$ cat src/rtl/cajero_pkg.sv
// Shared types and defaults for the ATM (cajero) balance datapath.
// One-hot state encoding and transaction-type codes live here.
package cajero_pkg;

    localparam int ANCHO_DEF         = 32;
    localparam int LIMITE_RETIRO_DEF = 500000;

    localparam logic TRANS_DEPOSITO = 1'b0;
    localparam logic TRANS_RETIRO   = 1'b1;

    localparam logic [5:0] ST_IDLE         = 6'b000001;
    localparam logic [5:0] ST_ESPERA_MONTO = 6'b000010;
    localparam logic [5:0] ST_VERIFICAR    = 6'b000100;
    localparam logic [5:0] ST_ACTUALIZAR   = 6'b001000;
    localparam logic [5:0] ST_ENTREGAR     = 6'b010000;
    localparam logic [5:0] ST_FIN          = 6'b100000;

    typedef enum logic [5:0] {
        IDLE         = ST_IDLE,
        ESPERA_MONTO = ST_ESPERA_MONTO,
        VERIFICAR    = ST_VERIFICAR,
        ACTUALIZAR   = ST_ACTUALIZAR,
        ENTREGAR     = ST_ENTREGAR,
        FIN          = ST_FIN
    } estado_t;

    function automatic int max_int(input int a, input int b);
        return (a > b) ? a : b;
    endfunction

endpackage

$ cat src/rtl/controlador_transaccion_if.sv
// Request/response bundle between the PIN FSM side and the
// transaction controller.
interface controlador_transaccion_if #(
    parameter int ANCHO = cajero_pkg::ANCHO_DEF
);
    logic             inicio;
    logic             tipo_trans;
    logic [ANCHO-1:0] balance_inicial;
    logic             monto_stb;
    logic [ANCHO-1:0] monto;
    logic             cancelar;
    logic             nuevo_dia;

    logic [ANCHO-1:0] balance_actualizado;
    logic             entregar_dinero;
    logic             fondos_insuficientes;
    logic             limite_excedido;
    logic             desborde;
    logic             tiempo_agotado;
    logic             ocupado;
    logic             transaccion_fin;

    modport master (
        output inicio, tipo_trans, balance_inicial,
        output monto_stb, monto, cancelar, nuevo_dia,
        input  balance_actualizado, entregar_dinero,
        input  fondos_insuficientes, limite_excedido,
        input  desborde, tiempo_agotado,
        input  ocupado, transaccion_fin
    );

    modport slave (
        input  inicio, tipo_trans, balance_inicial,
        input  monto_stb, monto, cancelar, nuevo_dia,
        output balance_actualizado, entregar_dinero,
        output fondos_insuficientes, limite_excedido,
        output desborde, tiempo_agotado,
        output ocupado, transaccion_fin
    );
endinterface

$ cat src/rtl/contador_ciclos.sv
// Loadable down-counter with zero flag; saturates at zero.
// Shared between the amount timeout and the dispense window.
module contador_ciclos
    import cajero_pkg::*;
#(
    parameter int ANCHO_CNT = 4
) (
    input  logic                 clock,
    input  logic                 reset,
    input  logic                 cargar,
    input  logic                 decrementar,
    input  logic [ANCHO_CNT-1:0] valor,
    output logic                 cero
);

    logic [ANCHO_CNT-1:0] cuenta;

    always_ff @(posedge clock) begin
        if (reset) begin
            cuenta <= '0;
        end else if (cargar) begin
            cuenta <= valor;
        end else if (decrementar && (cuenta != '0)) begin
            cuenta <= cuenta - 1'b1;
        end
    end

    assign cero = (cuenta == '0);

endmodule

$ cat src/rtl/controlador_transaccion.sv
// ATM transaction sequencer: amount wait, funds/limit/overflow check,
// balance update and timed cash dispense with sticky error flags.
module controlador_transaccion
    import cajero_pkg::*;
#(
    parameter int ANCHO          = ANCHO_DEF,
    parameter int LIMITE_RETIRO  = LIMITE_RETIRO_DEF,
    parameter int ENTREGA_CICLOS = 4,
    parameter int TIMEOUT_CICLOS = 1000
) (
    input logic                       clock,
    input logic                       reset,
    controlador_transaccion_if.slave  bus
);

    localparam int CNT_W =
        $clog2(max_int(TIMEOUT_CICLOS, ENTREGA_CICLOS) + 1);
    // Loading N-1 and leaving on zero keeps the phase exactly N cycles.
    localparam logic [CNT_W-1:0] CARGA_ESPERA  = CNT_W'(TIMEOUT_CICLOS - 1);
    localparam logic [CNT_W-1:0] CARGA_ENTREGA = CNT_W'(ENTREGA_CICLOS - 1);
    localparam logic [ANCHO:0]   LIMITE        = (ANCHO+1)'(LIMITE_RETIRO);

    estado_t          estado;
    logic             tipo;
    logic [ANCHO-1:0] balance;
    logic [ANCHO-1:0] monto_reg;
    logic [ANCHO-1:0] retirado_acum;
    logic             fondos;
    logic             limite;
    logic             desborde;
    logic             tiempo;

    logic             cargar;
    logic             decrementar;
    logic [CNT_W-1:0] valor;
    logic             cero;

    logic [ANCHO:0]   suma_dep;
    logic [ANCHO:0]   suma_lim;

    assign suma_dep = {1'b0, balance} + {1'b0, monto_reg};
    assign suma_lim = {1'b0, retirado_acum} + {1'b0, monto_reg};

    always_comb begin
        cargar      = 1'b0;
        decrementar = 1'b0;
        valor       = '0;
        case (estado)
            IDLE: begin
                cargar = bus.inicio;
                valor  = CARGA_ESPERA;
            end
            ESPERA_MONTO: decrementar = 1'b1;
            ACTUALIZAR: begin
                cargar = (tipo == TRANS_RETIRO);
                valor  = CARGA_ENTREGA;
            end
            ENTREGAR: decrementar = 1'b1;
            default: ;
        endcase
    end

    contador_ciclos #(
        .ANCHO_CNT (CNT_W)
    ) u_contador (
        .clock       (clock),
        .reset       (reset),
        .cargar      (cargar),
        .decrementar (decrementar),
        .valor       (valor),
        .cero        (cero)
    );

    always_ff @(posedge clock) begin
        if (reset) begin
            estado        <= IDLE;
            tipo          <= TRANS_DEPOSITO;
            balance       <= '0;
            monto_reg     <= '0;
            retirado_acum <= '0;
            fondos        <= 1'b0;
            limite        <= 1'b0;
            desborde      <= 1'b0;
            tiempo        <= 1'b0;
        end else begin
            if (bus.nuevo_dia) begin
                retirado_acum <= '0;
            end
            case (estado)
                IDLE: begin
                    if (bus.inicio) begin
                        balance  <= bus.balance_inicial;
                        tipo     <= bus.tipo_trans;
                        fondos   <= 1'b0;
                        limite   <= 1'b0;
                        desborde <= 1'b0;
                        tiempo   <= 1'b0;
                        estado   <= ESPERA_MONTO;
                    end
                end
                ESPERA_MONTO: begin
                    if (bus.cancelar) begin
                        estado <= FIN;
                    end else if (bus.monto_stb) begin
                        monto_reg <= bus.monto;
                        estado    <= VERIFICAR;
                    end else if (cero) begin
                        tiempo <= 1'b1;
                        estado <= FIN;
                    end
                end
                VERIFICAR: begin
                    if (tipo == TRANS_DEPOSITO) begin
                        if (suma_dep[ANCHO]) begin
                            desborde <= 1'b1;
                            estado   <= FIN;
                        end else begin
                            estado <= ACTUALIZAR;
                        end
                    end else if (monto_reg > balance) begin
                        fondos <= 1'b1;
                        estado <= FIN;
                    end else if (suma_lim > LIMITE) begin
                        limite <= 1'b1;
                        estado <= FIN;
                    end else begin
                        estado <= ACTUALIZAR;
                    end
                end
                ACTUALIZAR: begin
                    if (tipo == TRANS_DEPOSITO) begin
                        balance <= suma_dep[ANCHO-1:0];
                        estado  <= FIN;
                    end else begin
                        balance <= balance - monto_reg;
                        // Same-cycle day rollover clears before accumulating.
                        retirado_acum <= (bus.nuevo_dia ? '0 : retirado_acum)
                                         + monto_reg;
                        estado <= ENTREGAR;
                    end
                end
                ENTREGAR: begin
                    if (cero) begin
                        estado <= FIN;
                    end
                end
                FIN: estado <= IDLE;
                default: estado <= IDLE;
            endcase
        end
    end

    assign bus.balance_actualizado  = balance;
    assign bus.entregar_dinero      = (estado == ENTREGAR);
    assign bus.fondos_insuficientes = fondos;
    assign bus.limite_excedido      = limite;
    assign bus.desborde             = desborde;
    assign bus.tiempo_agotado       = tiempo;
    assign bus.ocupado              = (estado != IDLE);
    assign bus.transaccion_fin      = (estado == FIN);

endmodule
$ cat src/flat_wrapper.sv
// flat-port wrapper written by rule: the top's interface ports become plain ports
module controlador_transaccion_flat import cajero_pkg::*;
#(
    parameter int ANCHO          = ANCHO_DEF,
    parameter int LIMITE_RETIRO  = LIMITE_RETIRO_DEF,
    parameter int ENTREGA_CICLOS = 4,
    parameter int TIMEOUT_CICLOS = 1000
)
  (clock, reset, bus_inicio, bus_tipo_trans, bus_balance_inicial, bus_monto_stb, bus_monto, bus_cancelar, bus_nuevo_dia, bus_balance_actualizado, bus_entregar_dinero, bus_fondos_insuficientes, bus_limite_excedido, bus_desborde, bus_tiempo_agotado, bus_ocupado, bus_transaccion_fin);
  controlador_transaccion_if #(.ANCHO(ANCHO)) bus_i ();
  input logic clock;
  input logic reset;
  input wire logic [$bits(bus_i.inicio)-1:0] bus_inicio;
  input wire logic [$bits(bus_i.tipo_trans)-1:0] bus_tipo_trans;
  input wire logic [$bits(bus_i.balance_inicial)-1:0] bus_balance_inicial;
  input wire logic [$bits(bus_i.monto_stb)-1:0] bus_monto_stb;
  input wire logic [$bits(bus_i.monto)-1:0] bus_monto;
  input wire logic [$bits(bus_i.cancelar)-1:0] bus_cancelar;
  input wire logic [$bits(bus_i.nuevo_dia)-1:0] bus_nuevo_dia;
  output wire logic [$bits(bus_i.balance_actualizado)-1:0] bus_balance_actualizado;
  output wire logic [$bits(bus_i.entregar_dinero)-1:0] bus_entregar_dinero;
  output wire logic [$bits(bus_i.fondos_insuficientes)-1:0] bus_fondos_insuficientes;
  output wire logic [$bits(bus_i.limite_excedido)-1:0] bus_limite_excedido;
  output wire logic [$bits(bus_i.desborde)-1:0] bus_desborde;
  output wire logic [$bits(bus_i.tiempo_agotado)-1:0] bus_tiempo_agotado;
  output wire logic [$bits(bus_i.ocupado)-1:0] bus_ocupado;
  output wire logic [$bits(bus_i.transaccion_fin)-1:0] bus_transaccion_fin;
  assign bus_i.inicio = bus_inicio;
  assign bus_i.tipo_trans = bus_tipo_trans;
  assign bus_i.balance_inicial = bus_balance_inicial;
  assign bus_i.monto_stb = bus_monto_stb;
  assign bus_i.monto = bus_monto;
  assign bus_i.cancelar = bus_cancelar;
  assign bus_i.nuevo_dia = bus_nuevo_dia;
  assign bus_balance_actualizado = bus_i.balance_actualizado;
  assign bus_entregar_dinero = bus_i.entregar_dinero;
  assign bus_fondos_insuficientes = bus_i.fondos_insuficientes;
  assign bus_limite_excedido = bus_i.limite_excedido;
  assign bus_desborde = bus_i.desborde;
  assign bus_tiempo_agotado = bus_i.tiempo_agotado;
  assign bus_ocupado = bus_i.ocupado;
  assign bus_transaccion_fin = bus_i.transaccion_fin;
  controlador_transaccion #(.ANCHO(ANCHO), .LIMITE_RETIRO(LIMITE_RETIRO), .ENTREGA_CICLOS(ENTREGA_CICLOS), .TIMEOUT_CICLOS(TIMEOUT_CICLOS)) u_core (.clock(clock), .reset(reset), .bus(bus_i));
endmodule
$ cat config.mk
export PLATFORM = sky130hd
export DESIGN_NAME = controlador_transaccion_flat
export DESIGN_NICKNAME = d
export VERILOG_FILES = /design/src/rtl/cajero_pkg.sv /design/src/rtl/controlador_transaccion_if.sv /design/src/rtl/contador_ciclos.sv /design/src/rtl/controlador_transaccion.sv /design/src/flat_wrapper.sv
export SDC_FILE = /design/constraint.sdc
export NUM_CORES = 1
export LEC_CHECK = 0
export ABC_AREA = 1
export BUFFER_PORTS_ARGS = -buffer_cell sky130_fd_sc_hd__buf_2
export CAP_MARGIN = 25
export CELL_PAD_IN_SITES_DETAIL_PLACEMENT = 1
export CELL_PAD_IN_SITES_GLOBAL_PLACEMENT = 2
export CORE_MARGIN = 2
export CORE_UTILIZATION = 36
export CTS_CLUSTER_SIZE = 28
export DETAILED_ROUTE_END_ITERATION = 12
export PLACE_DENSITY_LB_ADDON = 0.1
export SLEW_MARGIN = 10
export SYNTH_ARGS = -nofsm -noshare
export SYNTH_HDL_FRONTEND = slang
export SYNTH_SLANG_ARGS = --single-unit
$ cat constraint.sdc
create_clock -name clock -period 4 [get_ports clock]
set_input_delay 0.4 -clock clock [delete_from_list [all_inputs] [get_ports clock]]
set_output_delay 0.4 -clock clock [all_outputs]
set_load 0.1 [all_outputs]
==> summary.txt, run 1 <==
Routing
  • Drt pass-1 iters: 5
  • Total number of vias: 15,008
  • Iteration-0 DRC Markers: 731
  • Final ANT Viol Nets: 0
  • Vias/cell: 5.38
  • WL/cell: 19.8 microns
  • Drt drc: 0
  • Final wirelength: about 55 mm

Clock tree
  • H-Tree Depth: 4
  • Clk_lat worst skew: about 440 ps
  • Clock Tree Root: clkbuf_16
  • Clk sinks: 117
  • # hold bufs at CTS: 0
  • CTS resizes: 0
  • CTS tree: done
  • Clock transition at path regs: 60 ps
  • Max Buffers Root-to-Sink: 2
  • Postcts setup bufs: 0
  • Total CTS buffers: 17

STA
  • Worst setup margin: roughly 670 ps
  • WHS: 235 ps
  • Post-route minimum period: 3330 ps
  • Max Clk Rate: 0.301 GHz
  • Fin. max-slew vios: 0
  • RSZ-0062 raised after global routing: false
  • Slew @ Worst Pin: 998 ps
  • Setup Viol. Count Final: 0
  • Clock Skew: 11.5 ps
  • Final hold vios: 0
  • Part of the cycle the worst path needs: 83.1%
  • Final setup TNS: 0 ps
  • Rel. slew slack: 33.4%

Global routing
  • Largest net degree at the start of global routing: a little under 90
  • Global-route wire length before repair: 87.1 mm
  • Initial antenna violation count: 0
  • Gr usage total: between 20% and 30%
  • Vias in the first global route: 15,730
  • Grt total ovfl: 0

Floorplan
  • Core ar.: between 30,000 and 40,000 sq um
  • Chip width: 196 microns
  • Die H: ~200 microns
  • Starting Density: 36.4%
  • Row cnt: 70
  • Die Area: around 38,000 sq um
  • Top-Level Pins: 110

Synth
  • Ys flop type: dfxtp_1
  • Netlist cell types: 55
  • Top cells by count, synth: nand2_1, inv_1, nor2_1, a21oi_1, ha_1
  • Synth Warn #: 0
  • Top cell type by total area after synthesis: dfxtp_1
  • Yosys top cell area share: between 15 and 20%
  • Synth area leaders: dfxtp_1, nand2_1, ha_1, inv_1, a21oi_1
  • #FFs+latches synth: 117
  • Avg Inst Size Synth: 5.95 sq um
  • Post-synth ARST share: 0%
  • Syn_nets: 2,432
  • Post-Synthesis Cells: 2,229
  • Most numerous cell in the Yosys netlist: nand2_1
  • Seq/Total Area, Yosys: 17.6%
  • Post-synth EDFFs: 0
  • Mapped Area: approximately 13,000 sq um

Finish
  • Fillcell total: 5,004
  • Layout Nets: 2,514
  • P&R area growth vs syn: 12.2%
  • ANT cells: 0
  • Share of post-route cells with drive strength above 1: 9.21%

Placement
  • RePlAce Congestion: 0.917
  • Port buffer count: ~110
  • Place WS: ~630 ps
  • HPWL after DPL: 45.1 mm

Critical path
  • Crit path DAT: 3650 ps
  • Startpoint types: register
  • WP data required: 4330 ps
  • Crit path max fanout: 5
  • Type of the worst setup path: reg2reg
  • Crit path capture type: register

Power and ir drop
  • Leak: 7.84 nW
  • Worst vdd ir: around 0.25 mV
  • Power Density: 391 nW/um^2

Status
  • Status: finished, final reports clean

Flow run
  • Max-cap violations: 0

Min path
  • Worst hold path class: in2reg
cell families after synthesis:
logic type | Yosys count | share of synthesized area (%)
AO/OA/AOI/OAI | 495 | 21.8
XOR/XNOR | 55 | 3.63
flip-flops | 117 | 17.6
AND/OR/NAND/NOR | 1013 | 32.1
adder cells (fa/ha/maj) | 132 | 12.7
buffers and inverters | 417 | 12.1
power by group:
group	internal (mW)	leakage, nW	switching [mW]
sequential	1.27	0.950	0.133
combinational	0.743	6.59	2.02
clock	0.987	0.292	0.664
total	3.00	7.84	2.82
final timing paths:
check / start / endpoint / slack, ps / cells past startpoint
min: bus_monto[3] / u_core.monto_reg[3]$_SDFFE_PP0P_ / 240 / 3
min reg2reg: u_core.bus.desborde$_SDFFE_PP0P_ / u_core.bus.desborde$_SDFFE_PP0P_ / 480 / 1
max reg2reg: u_core.monto_reg[0]$_SDFFE_PP0P_ / u_core.bus.limite_excedido$_SDFFE_PP0P_ / 670 / 16
max: u_core.monto_reg[0]$_SDFFE_PP0P_ / u_core.bus.limite_excedido$_SDFFE_PP0P_ / 670 / 16
cells in the final DEF, fill, tap and decap left out, types with 28 or more instances in the layout:
master    Yosys  final
a211oi_1     35     35
inv_1       349    349
ha_1        128    128
a21oi_1     217    217
nor3_1       29     29
buf_2        25    108
dfxtp_1     117    117
nand2_1     535    535
nor2_1      253    253
nand4_1      28     28
o21ai_0     123    123
nand3_1     109    109
xor2_1       43     43
per-stage QoR:
stage	instance area [sq um]	total power, mW	instances	util [%]
4_1_cts	14900	5.81	2791	40.8
2_1_floorplan	13300	3.35	2229	-
6_report	14900	5.82	2792	40.9
3_5_place_dp	14300	4.14	2759	39.1
5_1_grt	14900	6.16	2792	40.9
3_3_place_gp	14300	4.10	2759	39.1
metal layers:
layer / GRT usage (%) / part of all wire (%)
met1: 36.6 / 45
met2: 51.9 / 49
met3: 4.02 / 3.2
met4: 8.64 / 2.8
met5: 0 / 0
cell type report:
cell class                      instances  area, sq um  share of cell area (%)
Clock inverter                         14          179                    1.20
Multi-Input combinational cell       1695         9320                    62.6
Inverter                              352         1320                    8.87
Tap cell                              468          586                    3.93
Clock buffer                           18          429                    2.88
Sequential cell                       117         2340                    15.7
Timing Repair Buffer                  128          711                    4.77
critical path, cell delays in order, from the launching register on:
cell and delay, ps:
dfxtp_1 440, ha_1 320, fa_1 460, nand3_1 140, nand3_1 190, nand2_1 140, nand2_1 100, nand2_1 110
nand2_1 110, a21oi_1 190, xor2_1 200, nand3_1 100, nor2_1 330, nand2_1 120, nand3_1 100, and2_1 130
nor2_1 40
Power figures use the tool's default switching activity.
==> run 2, diff against run 1 <==
--- a/config.mk
+++ b/config.mk
@@ -11,7 +11,7 @@
 export CELL_PAD_IN_SITES_DETAIL_PLACEMENT = 1
 export CELL_PAD_IN_SITES_GLOBAL_PLACEMENT = 2
 export CORE_MARGIN = 2
-export CORE_UTILIZATION = 36
+export CORE_UTILIZATION = 33
 export CTS_CLUSTER_SIZE = 28
 export DETAILED_ROUTE_END_ITERATION = 12
 export PLACE_DENSITY_LB_ADDON = 0.1
==> constraint.sdc (replaced) <==
create_clock -name clock -period 3.5 [get_ports clock]
set_input_delay 0.35 -clock clock [delete_from_list [all_inputs] [get_ports clock]]
set_output_delay 0.35 -clock clock [all_outputs]
set_load 0.1 [all_outputs]
==> run 2 against run 1 <==
Clock-buffer cell count grew 2; design area grew 1.5%; sequential power grew 14%; sequential cell count is the same; cell count grew 2.4%; total power grew 18%; sequential share of layout area shrank 0.23 points; clock skew grew 2.7 ps; hold slack lost 55 ps; global-route usage shrank 2.1 points; register-to-register slack lost 420 ps; fmax grew 2.6%; largest power group unchanged.
==> summary.txt, run 2 (synthesis results as in run 1) <==
Routing
  • Vias/cell: about 5.2
  • Final wirelength: 56.0 mm
  • Iteration-0 DRC Markers: 713
  • Drt drc: 0
  • Drt pass-1 iters: 5
  • WL/cell: 19.6 microns
  • Total number of vias: 14,866
  • Final ANT Viol Nets: 0

Finish
  • Most common cell after layout, fill and taps aside: nand2_1
  • ANT cells: 0
  • Layout Nets: ~2,500
  • Share of post-route cells with drive strength above 1: 9.72%
  • Most frequent cells in the layout: nand2_1, inv_1, nor2_1, a21oi_1, ha_1
  • P&R area growth vs syn: 13.9%

Critical path
  • Type of the worst setup path: reg2reg
  • Crit path capture type: register
  • FF-to-FF path depth: 15
  • WP data required: 3810 ps
  • Setup slack, reg-to-reg: 260 ps
  • Crit path DAT: 3550 ps
  • Crit path max fanout: 4
  • Startpoint types: register

STA
  • Post-route minimum period: 3240 ps
  • Part of the cycle the worst path needs: 92.6%
  • Final setup TNS: 0 ps
  • Rel. slew slack: a little under half
  • Slew @ Worst Pin: roughly 800 ps
  • Final hold vios: 0
  • Clock Skew: 14.1 ps
  • Setup Viol. Count Final: 0
  • Worst setup margin: about 260 ps
  • Fin. max-slew vios: 0
  • RSZ-0062 raised after global routing: false
  • Max Clk Rate: 0.309 GHz

Status
  • Status: finished, final reports clean

Floorplan
  • Core ar.: 39,700 sq um
  • Die Area: 41,800 sq um
  • Top-Level Pins: 110
  • Chip width: about 200 microns
  • Starting Density: 33.4%
  • Row cnt: 73
  • Die H: 205 microns

Power and ir drop
  • Switch share: 47.2%
  • Clk pwr share: between 20% and 30%
  • Switch Pwr: 3.23 mW
  • Power Density: between 400 and 500 nW/um^2
  • Combinational power share: 46.9%
  • Leak: 7.93 nW
  • Sequential Power Share: a little under a quarter
  • Cell Int Power: roughly 3.6 mW
  • Worst vdd ir: 0.311 mV

Placement
  • Port buffer count: between 100 and 150
  • HPWL after DPL: 46.4 mm
  • RePlAce Congestion: around 0.89
  • Place WS: 165 ps

Clock tree
  • CTS tree: done
  • Max Buffers Root-to-Sink: 2
  • # hold bufs at CTS: 0
  • Clock transition at path regs: ~60 ps
  • Clock Tree Root: clkbuf_16
  • Total CTS buffers: 17
  • H-Tree Depth: 4
  • Clk_lat worst skew: about 460 ps
  • Clk sinks: 117

Global routing
  • Largest net degree at the start of global routing: 58
  • Global-route wire length before repair: 86.5 mm
  • Gr usage total: 27.0%
  • Grt total ovfl: 0
  • Vias in the first global route: 15,660
  • Initial antenna violation count: 0

Min path
  • Hold Path Stages: 3
  • Worst hold path class: in2reg

Flow run
  • Max-cap violations: 0
[run 2: cell count changes in the layout (fill, tap and decap cells not counted)]
cell        previous run  this run
nor3_1                29        28
buf_12                 0         1
clkbuf_8               0         2
nor2_2                10        11
inv_8                  1         0
nor2_1               253       252
buf_4                 19        29
clkinv_4               5         1
bufinv_16              3         5
clkinvlp_4             2         3
nor3_2                 1         2
[run 2: cell type report]
cell class	count	area, sq um
timing repair buffer	139	806
inverter	352	1320
multi-input combinational	1695	9330
clock inverter	12	200
tap	525	657
sequential	117	2340
clock buffer	20	457
fill	5367	24600
[run 2: worst paths after layout]
kind / from / endpoint
worst max-delay path: u_core.retirado_acum[0]$_SDFF_PP0_ / u_core.estado[5]$_SDFFE_PP0N_
worst max register to register: u_core.retirado_acum[0]$_SDFF_PP0_ / u_core.estado[5]$_SDFFE_PP0N_
worst min-delay path: bus_monto[1] / u_core.monto_reg[1]$_SDFFE_PP0P_
worst min register to register: u_core.bus.fondos_insuficientes$_SDFFE_PP0P_ / u_core.bus.fondos_insuficientes$_SDFFE_PP0P_
[run 2: power by group through the flow]
stage          registers (mW)  clock network (mW)  logic, mW
5_1_grt                  1.61                2.13       3.49
4_1_cts                  1.59                2.07       3.18
3_3_place_gp             1.61                   0       3.13
3_5_place_dp             1.62                   0       3.16
2_1_floorplan            2.01                   0       1.83
6_report                 1.59                2.04       3.20
[run 2: what timing repair did]
item,4_1_cts,5_1_grt
setup buffers,0,0
gates resized for setup,0,1
endpoints found under the setup margin,0,3
[run 2: stage by stage]
step	utilization [%]	hold WS [ps]	power [mW]	instance area, sq um	instances
6_report	38.0	181	6.83	15100	2860
5_1_grt	38.0	181	7.23	15100	2860
4_1_cts	38.0	163	6.84	15100	2859
3_5_place_dp	36.3	465	4.78	14400	2827
3_3_place_gp	36.3	455	4.74	14400	2827
2_1_floorplan	-	452	3.83	13300	2229
[run 2: worst max-delay path, cell delays in order (launching register included)]
cell and delay, ps:
dfxtp_1 320, ha_1 280, fa_1 490, nand3_1 150, nand3_1 190, nand2_1 130, nand2_1 100, nand2_1 110
nand2_1 130, a21oi_1 200, xor2_1 180, nand3_1 100, nor2_1 340, nand4_1 170, nand3_1 120, a21oi_1 80
[run 2: routing by layer]
layer	share of wire, %	wire length, microns	vias up	global-route usage, %
met3	3.0	1680	73	3.37
met2	48	26800	225	47.5
met4	3.1	1750	0	9.42
li1	-	-	7483	-
met1	46	25700	7085	33.9
met5	0	0	-	0
==> run 3, diff against run 2 <==
--- a/config.mk
+++ b/config.mk
@@ -5,13 +5,13 @@
 export SDC_FILE = /design/constraint.sdc
 export NUM_CORES = 1
 export LEC_CHECK = 0
-export ABC_AREA = 1
+export ABC_AREA = 0
 export BUFFER_PORTS_ARGS = -buffer_cell sky130_fd_sc_hd__buf_2
 export CAP_MARGIN = 25
 export CELL_PAD_IN_SITES_DETAIL_PLACEMENT = 1
 export CELL_PAD_IN_SITES_GLOBAL_PLACEMENT = 2
 export CORE_MARGIN = 2
-export CORE_UTILIZATION = 33
+export CORE_UTILIZATION = 35
 export CTS_CLUSTER_SIZE = 28
 export DETAILED_ROUTE_END_ITERATION = 12
 export PLACE_DENSITY_LB_ADDON = 0.1
==> run 3 against run 2 <==
Design area shrank 7.4%; global-route usage shrank 2.4 points; synthesized area shrank 14%; clock-buffer cell count shrank 2; cell count shrank 23%; largest power group is now the clock network.
==> summary.txt, run 3 <==
Status
  • Status: finished, final reports clean

Clock tree
  • Clock Tree Root: clkbuf_16
  • H-Tree Depth: 4
  • Total CTS buffers: 17
  • Max Buffers Root-to-Sink: 2
  • CTS tree: done
  • Clk sinks: roughly 120
  • Clock transition at path regs: approximately 60 ps
  • Clk_lat worst skew: 430 ps
  • # hold bufs at CTS: 0

Floorplan
  • Die H: 185 microns
  • Die Area: 34,200 sq um
  • Starting Density: between 30% and 40%
  • Row cnt: 66
  • Chip width: between 150 and 200 microns
  • Core ar.: 32,400 sq um
  • Top-Level Pins: 110

Finish
  • Layout Nets: 1,958
  • Fillcell total: 4,136
  • P&R area growth vs syn: 22.1%
  • Most common cell after layout, fill and taps aside: nand2_1
  • Multi-input logic area: 8720 sq um
  • Fin util: 43.2%
  • Storage cell area: 2360 sq um
  • ANT cells: 0
  • Share of post-route cells with drive strength above 1: 19.3%
  • Most frequent cells in the layout: nand2_1, a21oi_1, nor2_1, ha_1, buf_4

Critical path
  • Crit path DAT: 3710 ps
  • FF-to-FF path depth: 13
  • Type of the worst setup path: reg2reg
  • Crit. Startpoint: u_core.monto_reg[2]$_SDFFE_PP0P_
  • Setup slack, reg-to-reg: about 120 ps
  • Worst reg2reg endpoint: u_core.bus.limite_excedido$_SDFFE_PP0P_
  • Crit path max fanout: 7
  • CP endpoint: u_core.bus.limite_excedido$_SDFFE_PP0P_
  • Startpoint types: register
  • FF-to-FF Start: u_core.monto_reg[2]$_SDFFE_PP0P_
  • Crit path capture type: register
  • WP data required: 3830 ps

Placement
  • HPWL after DPL: around 33 mm
  • Port buffer count: 109
  • RePlAce Congestion: 0.874

Synth
  • Avg Inst Size Synth: about 7.3 sq um
  • Syn_nets: roughly 1,800
  • Netlist cell types: 94
  • Mapped Area: 11,500 sq um
  • Post-synth ARST share: 0%
  • Post-Synthesis Cells: 1,578
  • Synth Warn #: 0
  • Top cell type by total area after synthesis: dfxtp_1
  • Seq/Total Area, Yosys: 20.4%
  • Yosys top cell area share: 20.4%
  • Post-synth EDFFs: 0
  • Ys flop type: dfxtp_1
  • #FFs+latches synth: 117
  • Top cells by count, synth: nand2_1, a21oi_1, nor2_1, ha_1, dfxtp_1
  • Most numerous cell in the Yosys netlist: nand2_1
  • Synth area leaders: dfxtp_1, ha_1, a21oi_1, nand2_1, nor2_1

Flow run
  • Max-cap violations: 0

Global routing
  • Global-route wire length before repair: 66.4 mm
  • Gr usage total: 24.6%
  • Initial antenna violation count: 0
  • Grt total ovfl: 0
  • Largest net degree at the start of global routing: 56
  • Vias in the first global route: between 10,000 and 15,000

Routing
  • Total number of vias: 12,066
  • Final ANT Viol Nets: 0
  • WL/cell: 18.9 microns
  • Final wirelength: 41.9 mm
  • Vias/cell: 5.46
  • Drt drc: 0
  • Iteration-0 DRC Markers: 690
  • Drt pass-1 iters: 5

STA
  • Setup Viol. Count Final: 0
  • Clock Skew: 11.7 ps
  • RSZ-0062 raised after global routing: true
  • Rel. slew slack: 50.7%
  • Final hold vios: 0
  • Max Clk Rate: roughly 0.30 GHz
  • Part of the cycle the worst path needs: 96.6%
  • Post-route minimum period: 3380 ps
  • Fin. max-slew vios: 0
  • Slew @ Worst Pin: 739 ps

Power and ir drop
  • Power Density: about 310 nW/um^2
  • Worst vdd ir: 0.324 mV
  • Leak: 6.23 nW
  • Overall power: 4.38 mW

Min path
  • Worst hold path class: in2reg
==> run 3: cell families after synthesis <==
| family | count (synthesis) | share of synthesized area, % |
|---|---|---|
| xor+xnor | 82 | 6.27 |
| mux | 9 | 0.819 |
| fa+ha+maj | 132 | 14.7 |
| simple gates | 595 | 24.2 |
| compound gates | 490 | 28.5 |
| buf+inv | 153 | 5.13 |
| flops | 117 | 20.4 |
==> run 3: layout make-up <==
type,instances,share of cell area [%]
sequential,117,16.9
timing repair buffer,227,10.2
multi-input combinational,1308,62.3
tap,442,3.95
clock buffer,18,3.14
inverter,84,2.25
clock inverter,14,1.27
==> run 3: what timing repair did <==
item	4_1_cts	5_1_grt
gates resized for setup	5	45
gates cloned	0	0
setup buffers	0	4
pin swaps	0	17
setup endpoints to repair	8	19
hold endpoints to repair	0	0
==> run 3: metrics by stage <==
| step | hold slack (ps) | setup TNS, ps | area (sq um) | instances | setup WS (ps) |
|---|---|---|---|---|---|
| 2_1_floorplan | 467 | 0 | 11500 | 1578 | 4.70 |
| 3_3_place_gp | 441 | -446 | 13200 | 2174 | -134 |
| 3_5_place_dp | 453 | -1200 | 13200 | 2174 | -240 |
| 4_1_cts | 137 | -2.51 | 13800 | 2206 | -2.51 |
| 5_1_grt | 155 | -85.4 | 14000 | 2210 | -26.6 |
| 6_report | 149 | 0 | 14000 | 2210 | 119 |
==> run 3: worst min path at each step <==
stage	startpoint	endpoint	slack [ps]	cells after the start
2_1_floorplan	u_core.u_contador.cuenta[0]$_SDFFE_PP0P_	u_core.u_contador.cuenta[0]$_SDFFE_PP0P_	470	1
3_3_place_gp	u_core.bus.desborde$_SDFFE_PP0P_	u_core.bus.desborde$_SDFFE_PP0P_	440	2
3_5_place_dp	u_core.bus.desborde$_SDFFE_PP0P_	u_core.bus.desborde$_SDFFE_PP0P_	450	2
4_1_cts	bus_monto[2]	u_core.monto_reg[2]$_SDFFE_PP0P_	140	3
5_1_grt	bus_monto[25]	u_core.monto_reg[25]$_SDFFE_PP0P_	150	3
6_report	bus_monto[2]	u_core.monto_reg[2]$_SDFFE_PP0P_	150	3
==> run 3: metal layers <==
metal	global-route usage, %	vias up	wire, microns
li1	-	5988	-
met1	34.7	5865	21300
met2	40.2	176	18800
met3	2.26	37	977
met4	6.29	0	771
met5	0	-	0
==> run 3: power by group <==
group / internal [mW] / switching (mW)
clock: 1.15 / 0.741
sequential: 1.37 / 0.0529
combinational: 0.369 / 0.702
==> run 3: worst max-delay path, cell delays in order, from the launching register on <==
cell	delay (ps)
dfxtp_2	400
inv_1	60
ha_1	370
nor2b_4	170
o31a_1	300
o41ai_4	290
a21oi_2	160
nor3_2	240
o21ai_2	140
a211oi_2	300
o221ai_1	190
or2_2	320
and3_1	170
a31o_1	170
